### src/rtl/pc_unit_pkg.sv
// Shared types and default constants for the program-counter unit.
package pc_pkg;

   // Fetch-side control state
   typedef enum logic [1:0] {
      BOOT   = 2'd0,
      RUN    = 2'd1,
      HALTED = 2'd2
   } pc_state_t;

   // Source of the next PC value
   typedef enum logic [2:0] {
      SEQ  = 3'd0,
      HOLD = 3'd1,
      EXC  = 3'd2,
      ERET = 3'd3,
      BR   = 3'd4,
      JMP  = 3'd5
   } pc_sel_t;

   localparam logic [31:0] DEF_RESET_VECTOR = 32'h0000_0000;
   localparam logic [31:0] DEF_EXC_VECTOR   = 32'h0000_0080;
   localparam int          DEF_INC          = 4;
   localparam int          DEF_BOOT_CYCLES  = 2;

   // True when a redirect target is not word aligned
   function automatic logic low_bits_set(input logic [1:0] bits);
      return |bits;
   endfunction

endpackage

### src/rtl/pc_unit_if.sv
// Request/response bundle between the pipeline front end and pc_unit.
interface pc_unit_if #(
   parameter int XLEN = 32
);
   logic            stall;
   logic            exc_req;
   logic [XLEN-1:0] exc_pc;
   logic            eret;
   logic            branch_taken;
   logic [XLEN-1:0] branch_target;
   logic            jump;
   logic [XLEN-1:0] jump_target;
   logic            halt;
   logic [XLEN-1:0] pc;
   logic [XLEN-1:0] pc_plus;
   logic            pc_valid;
   logic [XLEN-1:0] epc;
   logic            misaligned;

   // Pipeline / hazard side: issues requests, observes the PC
   modport master (
      output stall, exc_req, exc_pc, eret, branch_taken, branch_target,
             jump, jump_target, halt,
      input  pc, pc_plus, pc_valid, epc, misaligned
   );

   // PC unit side
   modport slave (
      input  stall, exc_req, exc_pc, eret, branch_taken, branch_target,
             jump, jump_target, halt,
      output pc, pc_plus, pc_valid, epc, misaligned
   );
endinterface

### src/rtl/pc_unit_next_sel.sv
// Combinational next-PC arbiter: picks the PC source by priority and
// produces the word-aligned redirect target.
module pc_next_sel
   import pc_pkg::*;
#(
   parameter int              XLEN       = 32,
   parameter logic [XLEN-1:0] EXC_VECTOR = XLEN'(DEF_EXC_VECTOR)
) (
   input  pc_state_t       state_i,
   input  logic            stall_i,
   input  logic            exc_req_i,
   input  logic            eret_i,
   input  logic            branch_taken_i,
   input  logic [XLEN-1:0] branch_target_i,
   input  logic            jump_i,
   input  logic [XLEN-1:0] jump_target_i,
   input  logic            halt_i,
   input  logic [XLEN-1:0] epc_i,
   output pc_sel_t         sel_o,
   output logic [XLEN-1:0] target_o,
   output logic            mis_o,
   output logic            halt_go_o
);

   // Priority select; redirects win over stall, BOOT ignores everything
   always_comb begin
      sel_o     = HOLD;
      target_o  = '0;
      mis_o     = 1'b0;
      halt_go_o = 1'b0;
      case (state_i)
         RUN: begin
            if (exc_req_i) begin
               sel_o    = EXC;
               target_o = EXC_VECTOR;
            end else if (eret_i) begin
               sel_o    = ERET;
               target_o = epc_i;
            end else if (branch_taken_i) begin
               sel_o    = BR;
               target_o = {branch_target_i[XLEN-1:2], 2'b00};
               mis_o    = low_bits_set(branch_target_i[1:0]);
            end else if (jump_i) begin
               sel_o    = JMP;
               target_o = {jump_target_i[XLEN-1:2], 2'b00};
               mis_o    = low_bits_set(jump_target_i[1:0]);
            end else if (halt_i) begin
               halt_go_o = 1'b1;
            end else if (!stall_i) begin
               sel_o = SEQ;
            end
         end
         HALTED: begin
            if (exc_req_i) begin
               sel_o    = EXC;
               target_o = EXC_VECTOR;
            end
         end
         default: ;
      endcase
   end

endmodule

### src/rtl/pc_unit.sv
// Program-counter unit: fetch PC register with boot hold, prioritised
// redirects, EPC capture and misaligned-target flag.
module pc_unit
   import pc_pkg::*;
#(
   parameter int              XLEN         = 32,
   parameter logic [XLEN-1:0] RESET_VECTOR = XLEN'(DEF_RESET_VECTOR),
   parameter logic [XLEN-1:0] EXC_VECTOR   = XLEN'(DEF_EXC_VECTOR),
   parameter int              INC          = DEF_INC,
   parameter int              BOOT_CYCLES  = DEF_BOOT_CYCLES
) (
   input logic      clk,
   input logic      rst_n,
   pc_unit_if.slave bus
);

   // Count value on which BOOT hands over to RUN (0 cycles: first edge)
   localparam logic [3:0] BOOT_LAST = (BOOT_CYCLES == 0) ? 4'd0 : 4'(BOOT_CYCLES - 1);

   pc_state_t       state_q;
   logic [3:0]      boot_cnt_q;
   logic [XLEN-1:0] pc_q;
   logic [XLEN-1:0] epc_q;
   logic            mis_q;

   pc_sel_t         sel_d;
   logic [XLEN-1:0] target_d;
   logic            mis_d;
   logic            halt_go_d;
   logic [XLEN-1:0] pc_plus_d;

   assign pc_plus_d = pc_q + XLEN'(INC);

   pc_next_sel #(
      .XLEN       (XLEN),
      .EXC_VECTOR (EXC_VECTOR)
   ) u_next_sel (
      .state_i         (state_q),
      .stall_i         (bus.stall),
      .exc_req_i       (bus.exc_req),
      .eret_i          (bus.eret),
      .branch_taken_i  (bus.branch_taken),
      .branch_target_i (bus.branch_target),
      .jump_i          (bus.jump),
      .jump_target_i   (bus.jump_target),
      .halt_i          (bus.halt),
      .epc_i           (epc_q),
      .sel_o           (sel_d),
      .target_o        (target_d),
      .mis_o           (mis_d),
      .halt_go_o       (halt_go_d)
   );

   // State machine, boot counter, PC, EPC and misaligned pulse
   always_ff @(posedge clk or negedge rst_n) begin
      if (!rst_n) begin
         state_q    <= BOOT;
         boot_cnt_q <= 4'd0;
         pc_q       <= RESET_VECTOR;
         epc_q      <= '0;
         mis_q      <= 1'b0;
      end else begin
         mis_q <= mis_d;
         case (sel_d)
            SEQ:  pc_q <= pc_plus_d;
            EXC: begin
               pc_q  <= target_d;
               epc_q <= bus.exc_pc;
            end
            ERET, BR, JMP: pc_q <= target_d;
            default: ;
         endcase
         case (state_q)
            BOOT: begin
               if (boot_cnt_q == BOOT_LAST) state_q <= RUN;
               else                         boot_cnt_q <= boot_cnt_q + 4'd1;
            end
            RUN:    if (halt_go_d) state_q <= HALTED;
            HALTED: if (sel_d == EXC) state_q <= RUN;
            default: state_q <= BOOT;
         endcase
      end
   end

   assign bus.pc         = pc_q;
   assign bus.pc_plus    = pc_plus_d;
   assign bus.pc_valid   = (state_q == RUN);
   assign bus.epc        = epc_q;
   assign bus.misaligned = mis_q;

endmodule

### src/flat_wrapper.sv
// flat-port wrapper written by rule: the top's interface ports become plain ports
module pc_unit_flat import pc_pkg::*;
#(
   parameter int              XLEN         = 32,
   parameter logic [XLEN-1:0] RESET_VECTOR = XLEN'(DEF_RESET_VECTOR),
   parameter logic [XLEN-1:0] EXC_VECTOR   = XLEN'(DEF_EXC_VECTOR),
   parameter int              INC          = DEF_INC,
   parameter int              BOOT_CYCLES  = DEF_BOOT_CYCLES
)
  (clk, rst_n, bus_stall, bus_exc_req, bus_exc_pc, bus_eret, bus_branch_taken, bus_branch_target, bus_jump, bus_jump_target, bus_halt, bus_pc, bus_pc_plus, bus_pc_valid, bus_epc, bus_misaligned);
  pc_unit_if #(.XLEN(XLEN)) bus_i ();
  input logic clk;
  input logic rst_n;
  input wire logic [$bits(bus_i.stall)-1:0] bus_stall;
  input wire logic [$bits(bus_i.exc_req)-1:0] bus_exc_req;
  input wire logic [$bits(bus_i.exc_pc)-1:0] bus_exc_pc;
  input wire logic [$bits(bus_i.eret)-1:0] bus_eret;
  input wire logic [$bits(bus_i.branch_taken)-1:0] bus_branch_taken;
  input wire logic [$bits(bus_i.branch_target)-1:0] bus_branch_target;
  input wire logic [$bits(bus_i.jump)-1:0] bus_jump;
  input wire logic [$bits(bus_i.jump_target)-1:0] bus_jump_target;
  input wire logic [$bits(bus_i.halt)-1:0] bus_halt;
  output wire logic [$bits(bus_i.pc)-1:0] bus_pc;
  output wire logic [$bits(bus_i.pc_plus)-1:0] bus_pc_plus;
  output wire logic [$bits(bus_i.pc_valid)-1:0] bus_pc_valid;
  output wire logic [$bits(bus_i.epc)-1:0] bus_epc;
  output wire logic [$bits(bus_i.misaligned)-1:0] bus_misaligned;
  assign bus_i.stall = bus_stall;
  assign bus_i.exc_req = bus_exc_req;
  assign bus_i.exc_pc = bus_exc_pc;
  assign bus_i.eret = bus_eret;
  assign bus_i.branch_taken = bus_branch_taken;
  assign bus_i.branch_target = bus_branch_target;
  assign bus_i.jump = bus_jump;
  assign bus_i.jump_target = bus_jump_target;
  assign bus_i.halt = bus_halt;
  assign bus_pc = bus_i.pc;
  assign bus_pc_plus = bus_i.pc_plus;
  assign bus_pc_valid = bus_i.pc_valid;
  assign bus_epc = bus_i.epc;
  assign bus_misaligned = bus_i.misaligned;
  pc_unit #(.XLEN(XLEN), .RESET_VECTOR(RESET_VECTOR), .EXC_VECTOR(EXC_VECTOR), .INC(INC), .BOOT_CYCLES(BOOT_CYCLES)) u_core (.clk(clk), .rst_n(rst_n), .bus(bus_i));
endmodule
### config.mk
export PLATFORM = sky130hd
export DESIGN_NAME = pc_unit_flat
export DESIGN_NICKNAME = d
export VERILOG_FILES = /design/src/rtl/pc_unit_pkg.sv /design/src/rtl/pc_unit_if.sv /design/src/rtl/pc_unit_next_sel.sv /design/src/rtl/pc_unit.sv /design/src/flat_wrapper.sv
export SDC_FILE = /design/constraint.sdc
export NUM_CORES = 1
export LEC_CHECK = 0
export ABC_AREA = 1
export CORE_ASPECT_RATIO = 1.25
export CORE_MARGIN = 2
export CORE_UTILIZATION = 39
export DETAILED_ROUTE_END_ITERATION = 7
export GPL_TIMING_DRIVEN = 1
export PLACE_DENSITY = 0.79
export SYNTH_ARGS = -nofsm -noshare
export SYNTH_HDL_FRONTEND = slang
export SYNTH_SLANG_ARGS = --single-unit
### constraint.sdc
create_clock -name clk -period 1.9 [get_ports clk]
set_clock_uncertainty 0.15 [all_clocks]
set_input_delay 0.285 -clock clk [delete_from_list [all_inputs] [get_ports clk]]
set_output_delay 0.285 -clock clk [all_outputs]
set_load 0.005 [all_outputs]
==> flow_metrics.py, run 1 <==
metrics = {
    "yosys": {
        "avgSynthCellArea_um2": 6.69,
        "yosys-top-cells-area": "dfrtp_1 37%, nand2_1 22%, nand3_1 5.4%, o21ai_0 5.2%, inv_1 5.1%",
        "syn_nets": 833,
        "synth_top_area_share_pct": 36.8,
        "synth_edf_count": 0,
        "syn-cell-area_um2": 4830,
        "yosys.area.top_type": "dfrtp_1",
        "yosys_warnings": 0,
        "syn-instance-count": 722,
        "synth.ff_latch_count": 71,
        "ys_async_sr_fraction_pct": 100,
        "ys_seq_area_share_pct": 36.8,
        "ys_types": 34,
        "synthFlopType": "dfrtp_1",
    },
    "timing": {
        "holdWs_ns": 0.292,
        "max_freq_mhz": 374,
        "setup_violations": 99,
        "final.setup.worst_slack_ns": -0.775,
        "rsz0062_at_grt": "yes",
        "fin_crit_sh_pct": 141,
        "hold_viol": 0,
        "slew_headroom_pct": 64.7,
        "min_period_ns": 2.67,
        "worstMarginPinSlew_ns": 0.524,
        "slew_viol_final": 0,
    },
    "job": {
        "cap_violations": 0,
    },
    "final_layout": {
        "regArea_um2": 1780,
        "fin_area_um2": 10400,
        "nets": 1214,
        "drive_gt1_share_pct": 45.3,
        "fillCellCount": 548,
        "multi_input_area_um2": 3900,
        "area_delta_synth_final_pct": 115,
    },
    "min_path": {
        "hold_path.class": "in -> async",
    },
    "critical_path": {
        "path_class": "reg -> out",
        "cp_max_fo": 4,
        "setup.worst_path.end_class": "output pin",
        "rr_startpoint": "u_core.bus.pc[3]$_DFFE_PN0P_",
        "r2r_end": "u_core.bus.pc[13]$_DFFE_PN0P_",
        "arrival_ns": 2.24,
        "crit_end": "bus_pc_plus[20]",
        "cp-start-kind": "flop",
        "reg2reg_slack_ns": -0.59,
        "required_ns": 1.46,
        "reg2reg_depth": 13,
        "worstSetupStartpoint": "u_core.bus.pc[11]$_DFFE_PN0P_",
    },
    "route": {
        "dr_total_vias": 7712,
        "vias_per_cell": 6.05,
        "route.antenna.remaining_nets": 0,
        "drcViolationCount": 26,
        "dr.pass1.iters": 8,
        "drtIter0Drc": 1155,
        "wl_um": 33000,
        "wire_per_inst_um": 25.9,
    },
    "floorplan": {
        "core_um2": 12100,
        "start_util_pct": 39.9,
        "rows": 45,
        "die_w_um": 104,
        "ios": 202,
        "fp.dieH_um": 128,
        "die_area_um2": 13300,
    },
    "placed_design": {
        "placedInstanceArea_um2": 7760,
        "dp_hpwl_um": 13300,
        "place.gp.congestion": 0.922,
        "port_buffers": 201,
        "dp_slack_ns": -0.432,
    },
    "grt": {
        "global_route.usage.total_pct": 33.8,
        "grt_pass1_vias": 6609,
        "grt_max_degree": 46,
        "grt_pass1_wl_um": 34800,
        "antenna_found_initial": 2,
        "gr-total-overflow": 0,
    },
    "pwr": {
        "p_seq_share_pct": 19.0,
        "ir_drop_v": 0.000978,
        "power.density_nw_per_um2": 1510,
        "clockPowerShare_pct": 11.1,
        "sw_frac_of_total_pct": 45.3,
        "switchingPower_uw": 7110,
        "comb_power_share_pct": 69.9,
        "p_leak_uw": 0.00513,
        "p_int_uw": 8600,
    },
    "clocking": {
        "cts_buffer_depth": 2,
        "cts_sinks": 71,
        "htreeDepth": 3,
        "numCtsBuffers": 9,
        "insertion_delay_ns": 0.35,
        "clk_pin_slew_ns": 0.07,
        "cts_tree": "done",
        "clockRootBuffer": "clkbuf_16",
    },
    "outcome": {
        "violations": "DRC, setup timing",
        "run_status": "complete, but fails checks",
    },
}
[power groups by stage]
| stage | Combinational (uW) | Clock [uW] | Sequential [uW] |
|---|---|---|---|
| floorplan | 2480 | 0 | 2800 |
| detailed placement | 6640 | 0 | 2710 |
| global placement | 6530 | 0 | 2690 |
| finish | 11000 | 1740 | 2980 |
| global route | 11200 | 1810 | 3020 |
| CTS | 7170 | 1710 | 2710 |
[worst min-delay path by stage]
| stage | start | end | cells past startpoint |
|---|---|---|---|
| 4_1_cts | rst_n | u_core.bus.epc[2]$_DFFE_PN0N_ | 2 |
| 3_3_place_gp | rst_n | u_core.bus.epc[2]$_DFFE_PN0N_ | 1 |
| 6_report | rst_n | u_core.bus.epc[2]$_DFFE_PN0N_ | 2 |
| 5_1_grt | rst_n | u_core.boot_cnt_q[3]$_DFFE_PN0P_ | 2 |
| 3_5_place_dp | rst_n | u_core.bus.epc[2]$_DFFE_PN0N_ | 1 |
| 2_1_floorplan | rst_n | u_core.boot_cnt_q[0]$_DFFE_PN0P_ | 0 |
[state kept, by name, indices dropped and copies added (netlist names)]
name                   flops
u_core.state_q             2
u_core.bus.pc             32
u_core.bus.misaligned      1
u_core.boot_cnt_q          4
u_core.bus.epc            32
[critical path, cell delays in order, from the launching register on]
cell and delay (ns):
dfrtp_1 0.45, buf_6 0.15, nand2_8 0.05, nor2_4 0.27
buf_6 0.18, nand3_4 0.17, nor2_1 0.18, nand2_1 0.11
and2_1 0.18, buf_2 0.13
[per-layer routing]
metal | track usage (%) | part of all wire [%] | vias to the layer above
li1 | - | - | 3058
met1 | 36.4 | 31 | 3518
met2 | 58.5 | 44 | 801
met3 | 8.21 | 13 | 327
met4 | 24.6 | 11 | 8
met5 | 0 | 0.46 | -
[synth_stat cells (all sizes together) (2+ instances only)]
| cell type | count |
|---|---|
| o21bai | 2 |
| xnor2 | 3 |
| nor2 | 57 |
| o22ai | 3 |
| a32o | 2 |
| xor2 | 15 |
| ha | 7 |
| a22oi | 21 |
| nand3 | 53 |
| and2 | 3 |
| buf | 24 |
| dfrtp | 71 |
| inv | 69 |
| nand2 | 290 |
| clkbuf | 12 |
| a21oi | 11 |
| nor3 | 5 |
| o21ai | 67 |
| nand4 | 3 |
[cell usage in the layout, fill, tap and decap left out, types with 34 or more instances in the layout]
master and n:
buf_4 132, nand3_1 44, nand2_2 86, o21ai_0 34
dfrtp_1 67, nand2_4 52, buf_6 56, inv_1 59
nand2_1 147, clkdlybuf4s50_1 156
[metrics by stage]
step,instances,utilization [%],power (uW),setup TNS (ns)
floorplan,722,-,5270,0
global placement,1160,64.1,9220,-19.57
detailed placement,1160,64.1,9350,-22.69
CTS,1227,72.9,11600,-6.32
global route,1274,85.8,16100,-32.14
finish,1274,85.8,15700,-28.87
[area by class of cell]
class / instances / area share [%]
repair buffers: 405 / 37.8
multi-input cells: 547 / 37.6
flip-flops and latches: 71 / 17.2
inverters: 69 / 2.61
clock buffers: 12 / 2.37
well taps: 164 / 1.98
clock inverters: 4 / 0.434
diodes: 2 / 0.0482
[cell families after synthesis]
kind of cell               after synthesis  synth area share [%]
xor gates and xnor gates                18                  3.27
AOI/OAI and AO/OA                      110                  13.1
adders and majority gates                7                  1.81
buffers and inverters                  105                  9.72
DFF                                     71                  36.8
and+or+nand+nor                        411                  35.3
[what timing repair did]
action | CTS | global route
hold buffers | 1 | 0
gates resized for setup | 243 | 303
cloned | 0 | 17
setup buffers | 54 | 39
setup endpoints to repair | 66 | 98
pin swaps | 60 | 88
endpoints found under the hold margin | 34 | 0
Note: power is estimated with default switching activity, not from simulation.
==> run 2, diff against run 1 <==
Settings changed: GPL_ROUTABILITY_DRIVEN set to 0.
==> results of run 2 <==
Same layout as run 1: the final DEF is identical, and so are final timing and power.
==> run 3, diff against run 2 <==
Settings changed: CTS_CLUSTER_DIAMETER set to 40.
==> results of run 3 <==
Same layout as run 1: the final DEF is identical, and so are final timing and power.
